### config.mk
export PLATFORM = sky130hd
export DESIGN_NAME = cmos_window_capture
export DESIGN_NICKNAME = d
export VERILOG_FILES = /design/src/rtl/cmos_window_capture.sv
export SDC_FILE = /design/constraint.sdc
export NUM_CORES = 1
export LEC_CHECK = 0
export ABC_CLOCK_PERIOD_IN_PS = 7400
export BUFFER_PORTS_ARGS = -buffer_cell sky130_fd_sc_hd__clkbuf_2
export CORE_MARGIN = 2
export CORE_UTILIZATION = 57
export CTS_CLUSTER_SIZE = 16
export DETAILED_ROUTE_END_ITERATION = 10
export HOLD_SLACK_MARGIN = 0.03
export PLACE_DENSITY = 0.81
export RECOVER_POWER = 50
export SYNTH_ARGS = -nofsm -noshare
export SYNTH_HDL_FRONTEND = slang
export SYNTH_SLANG_ARGS = --single-unit
### constraint.sdc
create_clock -name iCLK -period 7.4 [get_ports iCLK]
set_clock_uncertainty 0.05 [all_clocks]
set_input_delay 1.48 -clock iCLK [delete_from_list [all_inputs] [get_ports iCLK]]
set_output_delay 1.48 -clock iCLK [all_outputs]
set_load 0.1 [all_outputs]
### src/rtl/cmos_window_capture.sv
// Windowed, optionally decimated CMOS pixel capture with start/stop frame arming.
// Produces a linear frame-buffer address plus an N-bank interleaved address/select.
//
// state   | meaning
// IDLE    | not capturing, waiting for iSTART (iEND low)
// ARMED   | waiting for the next rising edge of frame valid
// CAPTURE | inside a captured frame, window pixels are forwarded
module cmos_window_capture #(
    parameter int DATA_W    = 8,
    parameter int CNT_W     = 16,
    parameter int ADDR_W    = 19,
    parameter int WIN_W     = 640,
    parameter int WIN_H     = 480,
    parameter int NUM_BANKS = 4,
    parameter int DECIM     = 1
) (
    input  logic                                  iCLK,
    input  logic                                  iRST_N,
    input  logic [DATA_W-1:0]                     iDATA,
    input  logic                                  iFVAL,
    input  logic                                  iLVAL,
    input  logic                                  iSTART,
    input  logic                                  iEND,
    input  logic [CNT_W-1:0]                      iX_POS,
    input  logic [CNT_W-1:0]                      iY_POS,
    output logic [DATA_W-1:0]                     oDATA,
    output logic                                  oDVAL,
    output logic [CNT_W-1:0]                      oX_Cont,
    output logic [CNT_W-1:0]                      oY_Cont,
    output logic                                  oSYNC,
    output logic                                  oFRAME_DONE,
    output logic [31:0]                           oFrame_Cont,
    output logic [ADDR_W-1:0]                     oADDR,
    output logic [NUM_BANKS-1:0]                  oBANK_SEL,
    output logic [ADDR_W-$clog2(NUM_BANKS)-1:0]   oBANK_ADDR
);

    localparam logic [1:0] S_IDLE    = 2'd0;
    localparam logic [1:0] S_ARMED   = 2'd1;
    localparam logic [1:0] S_CAPTURE = 2'd2;

    localparam int               DEC_SH   = $clog2(DECIM);
    localparam logic [CNT_W-1:0] DEC_MASK = CNT_W'(DECIM - 1);
    localparam logic [CNT_W:0]   X_SPAN   = (CNT_W+1)'(WIN_W * DECIM);
    localparam logic [CNT_W:0]   Y_SPAN   = (CNT_W+1)'(WIN_H * DECIM);
    localparam logic [CNT_W-1:0] LAST_ROW = CNT_W'(WIN_H - 1);
    localparam logic [ADDR_W-1:0] ROW_STEP = ADDR_W'(WIN_W);

    logic [DATA_W-1:0] r_data;
    logic              r_fval, r_lval, fval_d, lval_d;
    logic [CNT_W-1:0]  x_cnt, y_cnt, x_pos_q, y_pos_q;
    logic [1:0]        state;
    logic              end_req;
    logic [ADDR_W-1:0] row_base;

    logic              fval_rise, fval_fall, lval_fall;
    logic              start_frame, capturing, keep;
    logic [CNT_W-1:0]  x_org, y_org, x_off, y_off, col, row;
    logic              x_in, y_in;

    always_comb begin
        fval_rise   = r_fval & ~fval_d;
        fval_fall   = ~r_fval & fval_d;
        lval_fall   = ~r_lval & lval_d;
        start_frame = (state == S_ARMED) && fval_rise && !iEND;
        capturing   = (state == S_CAPTURE) || start_frame;
        // the window origin takes effect on the very first cycle of the frame
        x_org       = start_frame ? iX_POS : x_pos_q;
        y_org       = start_frame ? iY_POS : y_pos_q;
        x_off       = x_cnt - x_org;
        y_off       = y_cnt - y_org;
        x_in        = (x_cnt >= x_org) && ({1'b0, x_off} < X_SPAN) && ((x_off & DEC_MASK) == '0);
        y_in        = (y_cnt >= y_org) && ({1'b0, y_off} < Y_SPAN) && ((y_off & DEC_MASK) == '0);
        col         = x_off >> DEC_SH;
        row         = y_off >> DEC_SH;
        keep        = capturing && r_lval && x_in && y_in;
    end

    // Frame valid keeps tracking the pad during reset so that a release mid-frame
    // is not mistaken for a frame start.
    always_ff @(posedge iCLK) begin
        if (!iRST_N) begin
            r_data <= '0;
            r_fval <= iFVAL;
            r_lval <= 1'b0;
            fval_d <= 1'b1;
            lval_d <= 1'b0;
            x_cnt  <= '0;
            y_cnt  <= '0;
        end else begin
            r_data <= iDATA;
            r_fval <= iFVAL;
            r_lval <= iLVAL;
            fval_d <= r_fval;
            lval_d <= r_lval;
            if (!r_lval)
                x_cnt <= '0;
            else if (x_cnt != '1)
                x_cnt <= x_cnt + CNT_W'(1);
            if (!r_fval)
                y_cnt <= '0;
            else if (lval_fall && (y_cnt != '1))
                y_cnt <= y_cnt + CNT_W'(1);
        end
    end

    always_ff @(posedge iCLK) begin
        if (!iRST_N) begin
            state       <= S_IDLE;
            end_req     <= 1'b0;
            x_pos_q     <= '0;
            y_pos_q     <= '0;
            oSYNC       <= 1'b0;
            oFRAME_DONE <= 1'b0;
            oFrame_Cont <= '0;
        end else begin
            oSYNC       <= start_frame;
            oFRAME_DONE <= 1'b0;
            if (start_frame) begin
                x_pos_q <= iX_POS;
                y_pos_q <= iY_POS;
            end
            case (state)
                S_IDLE: begin
                    end_req <= 1'b0;
                    if (iSTART && !iEND)
                        state <= S_ARMED;
                end
                S_ARMED: begin
                    end_req <= 1'b0;
                    if (iEND)
                        state <= S_IDLE;
                    else if (fval_rise)
                        state <= S_CAPTURE;
                end
                S_CAPTURE: begin
                    if (fval_fall) begin
                        oFRAME_DONE <= 1'b1;
                        oFrame_Cont <= oFrame_Cont + 32'd1;
                        state       <= (end_req || iEND) ? S_IDLE : S_ARMED;
                        end_req     <= 1'b0;
                    end else if (iEND) begin
                        end_req <= 1'b1;
                    end
                end
                default: state <= S_IDLE;
            endcase
        end
    end

    // row_base tracks row*WIN_W for the next window line without a multiplier
    always_ff @(posedge iCLK) begin
        if (!iRST_N) begin
            row_base <= '0;
            oDATA    <= '0;
            oDVAL    <= 1'b0;
            oX_Cont  <= '0;
            oY_Cont  <= '0;
            oADDR    <= '0;
        end else begin
            if (!r_fval)
                row_base <= '0;
            else if (capturing && lval_fall && y_in && (row < LAST_ROW))
                row_base <= row_base + ROW_STEP;

            oDVAL <= keep;
            if (keep) begin
                oDATA   <= r_data;
                oX_Cont <= col;
                oY_Cont <= row;
                oADDR   <= (col == '0) ? row_base : oADDR + ADDR_W'(1);
            end else if (start_frame) begin
                oADDR <= '0;
            end
        end
    end

    generate
        if (NUM_BANKS == 1) begin : g_one_bank
            assign oBANK_SEL  = oDVAL;
            assign oBANK_ADDR = oADDR;
        end else begin : g_banks
            always_comb begin
                oBANK_SEL = '0;
                oBANK_SEL[oADDR[$clog2(NUM_BANKS)-1:0]] = oDVAL;
            end
            assign oBANK_ADDR = oADDR[ADDR_W-1:$clog2(NUM_BANKS)];
        end
    endgenerate

endmodule

==> results of run 1 <==
-- where the power goes --
group          switching, uW  internal [uW]  leakage (uW)  total, uW
sequential              3.24           1000       0.00149       1000
combinational            101           55.7       0.00288        157
clock                    441            487      0.000295        927
total                    545           1540       0.00467       2090
-- stage by stage --
stage	worst slack, ns	std cells	instance area [um^2]	util (%)
after floorplan	1.56	1159	9960	-
after global placement	0.832	1492	10800	62.9
after detailed placement	0.636	1492	10800	62.9
after CTS	1.08	1524	11400	66.4
after global routing	0.416	1524	11300	65.8
final	0.839	1524	11300	65.8
-- state kept, by name (all words and copies together) (netlist names), 12 cells and up --
| name | flops |
|---|---|
| y_pos_q | 16 |
| oX_Cont | 16 |
| oFrame_Cont | 32 |
| oY_Cont | 16 |
| oADDR | 19 |
| x_cnt | 16 |
| row_base | 12 |
| y_cnt | 16 |
| x_pos_q | 16 |
-- layer usage --
| metal | GRT usage [%] | part of all wire, % | vias to the layer above |
|---|---|---|---|
| met5 | 0 | 0 | - |
| li1 | - | - | 4362 |
| met1 | 35.5 | 45 | 4227 |
| met4 | 8.97 | 2.2 | 0 |
| met2 | 45.0 | 48 | 312 |
| met3 | 4.51 | 5.7 | 46 |
-- kinds of logic after synthesis --
| logic type | count (synthesis) | share of synthesized area (%) |
|---|---|---|
| multiplexers | 68 | 6.91 |
| XOR/XNOR | 75 | 6.73 |
| flip-flops | 185 | 37.2 |
| buffers and inverters | 91 | 4.32 |
| AND/OR/NAND/NOR | 491 | 25.1 |
| adder cells (fa/ha/maj) | 39 | 5.05 |
| AO/OA/AOI/OAI | 210 | 14.7 |
-- path summary, 6_finish.rpt --
check | startpoint | slack, ns | to
setup reg to reg | r_fval | 1.57 | oDATA[2]
hold reg to reg | oX_Cont[13] | 0.41 | oX_Cont[13]
setup / recovery | iEND | 0.84 | oDATA[2]
hold / removal | oX_Cont[13] | 0.41 | oX_Cont[13]
-- worst reg2reg max path, stage by stage (launching register included) --
cell       delay [ns]
dfxtp_1          0.42
nor2b_1          0.17
buf_4            0.22
nand2_1          0.58
mux2i_1          0.61
fa_1             0.32
a21oi_1          0.19
a211oi_1         0.47
nor2_1           0.09
o311ai_0         0.40
mux2_2           0.39
a2111oi_2        0.31
o21a_1           0.23
nor4b_4          0.23
buf_4            0.32
buf_4            0.30
mux2i_1          0.22
nor2_1           0.06
-- cells in the final DEF, fill, tap and decap left out, drive strengths merged, types with 8 or more instances in the layout --
master	synthesis	layout
nand4	26	26
clkbuf	33	180
a211oi	16	16
nor2	153	153
and2	38	38
nor2b	26	26
buf	30	9
o211ai	13	13
a21oi	51	51
nor3b	8	8
o22ai	13	13
and4	9	9
xnor2	25	25
and3	32	32
nor3	12	12
ha	37	37
nand2b	11	11
a21o	12	12
o211a	8	8
mux2i	62	62
or3	20	20
dfxtp	185	185
nand2	86	86
o21ai	39	39
inv	28	35
nand3	51	51
xor2	49	49
-- final cells by class --
| type | instances | area (um^2) | area share, % |
|---|---|---|---|
| multi-input cells | 883 | 5820 | 51.5 |
| repair buffers | 171 | 786 | 6.95 |
| clock buffers | 18 | 429 | 3.80 |
| flip-flops and latches | 185 | 3700 | 32.8 |
| well taps | 225 | 282 | 2.49 |
| clock inverters | 14 | 171 | 1.52 |
| inverters | 28 | 105 | 0.930 |
==> results.md, run 1 <==
* Root Buffer: clkbuf_16
* Buf/Inv on CP at 5
* CTS Sinks at 185
* Drt first pass iters at 6
* Stages on the worst setup path at 21
* Lkg Pwr at 0.00467 uW
* Vias/cell at 5.87
* Final Critical Period at 6.56 ns
* Initial antenna violation count at 0
* Violated checks: max-capacitance violations, max-slew violations
* Register area share after synthesis at 37.2%
* CTS buffer count at 17
* Hold Buf Count CTS at 0
* Largest net degree at the start of global routing at 85
* Post-Route WL at 25.1 mm
* CTS tree: yes
* GP Congestion at 0.959
* Main synth FF type: dfxtp_1
* CTS clock-pin slew for the worst setup and hold paths at 0.07 ns
* Achievable Freq at 152 MHz
* CP peak stage delay at 0.57 ns
* Cell count of the worst reg-to-reg path at 17
* Slew Limit Fails at 122
* Clock latency on the worst-skew pair at 0.44 ns
* Top cells by count, synth: dfxtp_1, nor2_1, nand2_1
* Post CTS Setup Buffer Count at 0
* Fraction of registers with async set/reset at 0%
* Fin Setup TNS at 0 ns
* Syn Nets at 1244
* Distinct cells, synth at 80
* Worst EP required at 7.52 ns
* Cell Rows at 48
* Post-cts sizing count at 0
* Critical-path cell list: clkbuf_2 -> or3b_1 -> nor2_1 -> buf_4 -> nand2_1 -> nand2_1 -> ha_1 -> inv_1 -> fa_1 -> a21oi_1 -> o211ai_1 -> nand4b_1 -> o311ai_0 -> mux2_2 -> a2111oi_2 -> o21a_1 -> nor4b_4 -> buf_4 -> buf_4 -> mux2i_1 -> nor2_1
* Grt ovf at 0
* Core area at 0.0172 mm^2
* Synth top area cells: dfxtp_1, mux2i_1, nor2_1
* Post-Synthesis Cells at 1159
* Clock Tree Buf Depth at 2
* IO buf count at 160
* Worst hold path depth at 1
* Mapped cell area at 0.00996 mm^2
* Drt wl/cell at 16.5 um
* Worst slew margin at -153%
* Crit path top cell by count: buf_4
* Crit Path Max Fanout at 20
* I/O pin count at 161
* WS Path Type: input port to flip-flop
* Critical Path Slowest Stage Cell: or3b_1
* Yosys warns at 0
* Area grow syn2layout at 13.5%
* 1st-iter DRT viols at 752
* Worst vdd ir at 177 uV
* Register bit total from synthesis at 185
* Tcrit/Tclk final at 88.7%
* DRT antenna net count at 0
* First-pass GRT wire length at 39.8 mm
* RSZ-0062 raised after global routing: false
* Hold Vio Cnt, Final at 0
* # H-tree levels at 4
* Final Power at 2090 uW
* Startpoint Class: input port
* Drt drc at 0
* Hold crit path type: flip-flop to flip-flop
* EDFF count, synth at 0
* Horizontal die dimension at 136 um
* Die area at 0.0185 mm^2
* Hpwl dp at 18.4 mm
* Outcome: complete, but fails checks
* Starting Density at 58.0%
* Die Height at 136 um
* Fillers at 1513
* Vias in the first global route at 8137
* Worst-margin pin slew at 3.79 ns
* PD cells at 185 mW/mm^2
* Max-cap violations at 2
* GRT Total Usage at 27.0%
* Hold slack final at 0.412 ns
* Critical path data arrival time at 6.69 ns
* Syn_area_per_cell at 8.59 um^2
* Setup violators final at 0
* Via count at 8947
* Top cell type's share of synthesized area at 37.2%
* Most frequent cell after synthesis: dfxtp_1
* Fin nets at 1371
* Worst path top cell family by delay: simple AND/OR/NAND/NOR gates
* Share of layout cells above drive strength 1 at 11.9%
* # diodes at 0
* Critical Path Sink Type: flip-flop
* Post-synth top area cell: dfxtp_1
Note: power is estimated with default switching activity, not from simulation.
==> run 2, diff against run 1 <==
- CELL_PAD_IN_SITES_DETAIL_PLACEMENT: not set -> 1
- CELL_PAD_IN_SITES_GLOBAL_PLACEMENT: not set -> 1
- CORE_UTILIZATION: 57 -> 43
- PLACE_DENSITY: 0.81 -> 0.82
==> run 2 against run 1 <==
Against the previous run:
- core utilization is 15 points lower
- clock-buffer cell count is 1 lower
- non-clock buffer count is 8 higher
- the flow still finishes with violations (max-capacitance violations, max-slew violations)
- wire length is 22% higher
- largest cell class unchanged
- final area is 1.5% higher
- critical path type unchanged
- critical path depth is 3 lower
- first-iteration DRC count is 50% lower
- highest routed layer unchanged
- clock power is 4.9% higher
- sequential power hardly changed
- die area is 32% higher
- hold slack better by 0.0016 ns
==> results.md, run 2 (same netlist as run 1, synthesis figures left out) <==
* Most frequent cells in the layout: dfxtp_1, nor2_1, clkbuf_2, nand2_1, clkbuf_1 (unchanged)
* Vias/cell at 5.70 (was 5.87)
* Fin nets at 1379 (was 1371)
* Hold Vio Cnt, Final at 0 (unchanged)
* # diodes at 0 (unchanged)
* Final Critical Period at 6.57 ns (was 6.56 ns)
* CP peak stage delay at 0.56 ns (was 0.57 ns)
* Crit Reg-Reg Endpoint: oADDR[13] (was oDATA[2])
* Reg power frac at 46.8% (was 48.1%)
* Critical-path cell list: clkbuf_2 -> nor3b_2 -> buf_4 -> nand2_1 -> buf_4 -> mux2i_1 -> ha_1 -> a21oi_1 -> o211ai_1 -> a211o_1 -> nand3b_1 -> mux2i_1 -> a2111oi_2 -> o21a_1 -> nor4b_4 -> buf_4 -> nand2_1 -> o22ai_1 (was clkbuf_2 -> or3b_1 -> nor2_1 -> buf_4 -> nand2_1 -> nand2_1 -> ha_1 -> inv_1 -> fa_1 -> a21oi_1 -> o211ai_1 -> nand4b_1 -> o311ai_0 -> mux2_2 -> a2111oi_2 -> o21a_1 -> nor4b_4 -> buf_4 -> buf_4 -> mux2i_1 -> nor2_1)
* Largest Register: oFrame_Cont (unchanged)
* Critical Path Sink Type: flip-flop (unchanged)
* Buf/Inv on CP at 4 (was 5)
* Via count at 9080 (was 8947)
* Worst slew margin at -172% (was -153%)
* Switching fraction of total power at 28.7% (was 26.1%)
* Sw Pwr at 615 uW (was 545 uW)
* Post-cts sizing count at 0 (unchanged)
* Vias in the first global route at 9242 (was 8137)
* Commonest non-fill, non-tap cell in the layout: dfxtp_1 (unchanged)
* Clock Tree Buf Depth at 2 (unchanged)
* RR Startpoint: state[1] (was r_fval)
* Worst vdd ir at 153 uV (was 177 uV)
* Clock latency on the worst-skew pair at 0.45 ns (was 0.44 ns)
* Outcome: complete, but fails checks (unchanged)
* Worst-margin pin slew at 4.08 ns (was 3.79 ns)
* Max-cap violations at 1 (was 2)
* Post-Route WL at 30.6 mm (was 25.1 mm)
* Starting Density at 43.9% (was 58.0%)
* PD cells at 187 mW/mm^2 (was 185 mW/mm^2)
* Share of layout cells above drive strength 1 at 12.7% (was 11.9%)
* CTS tree: yes (unchanged)
* Post CTS Setup Buffer Count at 0 (unchanged)
* Area grow syn2layout at 15.1% (was 13.5%)
* Clock power frac at 45.3% (was 44.4%)
* CTS buffer count at 17 (unchanged)
* Drt drc at 0 (unchanged)
* Critical path data arrival time at 6.89 ns (was 6.69 ns)
* Core Util, Final at 50.5% (was 65.8%)
* Root Buffer: clkbuf_16 (unchanged)
* Final Power at 2140 uW (was 2090 uW)
* Lkg Pwr at 0.00473 uW (was 0.00467 uW)
* Placed inst area at 0.0109 mm^2 (was 0.0108 mm^2)
* Largest net degree at the start of global routing at 85 (unchanged)
* Grt ovf at 0 (unchanged)
* GRT Total Usage at 25.2% (was 27.0%)
* IO buf count at 160 (unchanged)
* Hpwl dp at 22.4 mm (was 18.4 mm)
* # H-tree levels at 4 (unchanged)
* Crit Path Max Fanout at 13 (was 20)
* Internal at 1530 uW (was 1540 uW)
* Die area at 0.0244 mm^2 (was 0.0185 mm^2)
* GP Congestion at 0.876 (was 0.959)
* DRT antenna net count at 0 (unchanged)
* Post-route design area at 0.0115 mm^2 (was 0.0113 mm^2)
* Fin Setup TNS at 0 ns (unchanged)
* Cell Rows at 55 (was 48)
* Crit path top cell by count: buf_4 (unchanged)
* Setup violators final at 0 (unchanged)
* First-pass GRT wire length at 48.9 mm (was 39.8 mm)
* CTS Sinks at 185 (unchanged)
* 1st-iter DRT viols at 376 (was 752)
* Hold crit path type: flip-flop to flip-flop (unchanged)
* Die Height at 156 um (was 136 um)
* Worst path top cell family by delay: compound AO/OA/AOI/OAI gates (was simple AND/OR/NAND/NOR gates)
* Initial antenna violation count at 0 (unchanged)
* Violated checks: max-capacitance violations, max-slew violations (unchanged)
* Drt wl/cell at 19.2 um (was 16.5 um)
* Achievable Freq at 152 MHz (about the same)
* Gate power share at 7.9% (was 7.5%)
* Startpoint Class: input port (unchanged)
* Worst hold path depth at 1 (unchanged)
* Worst EP required at 7.72 ns (was 7.52 ns)
* I/O pin count at 161 (unchanged)
* CTS clock-pin slew for the worst setup and hold paths at 0.09 ns (was 0.07 ns)
* Max reg flops at 32 (unchanged)
* Hold Crit Start: oY_Cont[10] (was oX_Cont[13])
* Core area at 0.0227 mm^2 (was 0.0172 mm^2)
* Drt first pass iters at 5 (was 6)
* Critical Path Slowest Stage Cell: nor4b_4 (was or3b_1)
* WS Path Type: input port to flip-flop (unchanged)
* Tcrit/Tclk final at 88.8% (was 88.7%)
* Hold endpoint: oY_Cont[10] (was oX_Cont[13])
* Hold Buf Count CTS at 0 (unchanged)
* Slew Limit Fails at 85 (was 122)
* Cell count of the worst reg-to-reg path at 19 (was 17)
* FF-to-FF setup slack at 1.54 ns (was 1.57 ns)
* RSZ-0062 raised after global routing: false (unchanged)
* Horizontal die dimension at 156 um (was 136 um)
* Top flop regs: oFrame_Cont (32), oADDR (19) (unchanged)
==> run 2: changes by cell type in the layout (fill, tap and decap cells not counted), sizes merged <==
cell,previous run,this run
buf,9,16
bufinv,1,0
inv,35,37
==> run 2: metrics by stage <==
stage	std cells	setup WS, ns	hold slack [ns]
after floorplan	1159	1.56	0.390
after CTS	1592	1.21	0.419
after global placement	1560	0.942	0.394
after global routing	1592	0.449	0.433
after detailed placement	1560	0.854	0.393
final	1592	0.827	0.414
==> run 2: final cells by class <==
| cell class | count | area (um^2) |
|---|---|---|
| repair buffers | 179 | 847 |
| multi-input cells | 883 | 5820 |
| inverters | 28 | 105 |
| well taps | 285 | 357 |
| flip-flops and latches | 185 | 3700 |
| fillers | 2766 | 11200 |
| clock inverters | 15 | 206 |
| clock buffers | 17 | 425 |
==> run 2: power groups by stage <==
stage	sequential [uW]	clock [uW]	combinational, uW
final	1000	972	168
after global placement	1030	0	162
after global routing	1000	1030	180
after floorplan	1030	0	108
after detailed placement	1030	0	165
after CTS	1000	990	167
==> run 2: how the worst max path moves through the flow <==
stage	depth (start not counted)	start	slack [ns]	endpoint
4_1_cts	18	iEND	1.21	oADDR[13]
6_report	18	iEND	0.83	oADDR[13]
3_5_place_dp	18	iEND	0.85	oADDR[13]
5_1_grt	20	iEND	0.45	oADDR[12]
2_1_floorplan	19	iEND	1.56	oDATA[3]
3_3_place_gp	18	iEND	0.94	oADDR[18]
==> run 2: routing by layer <==
metal	track usage [%]	up-vias	routed length, um
li1	-	4375	-
met1	32.2	4466	13600
met2	43.9	193	15200
met3	2.75	46	982
met4	9.26	0	713
met5	0	-	0
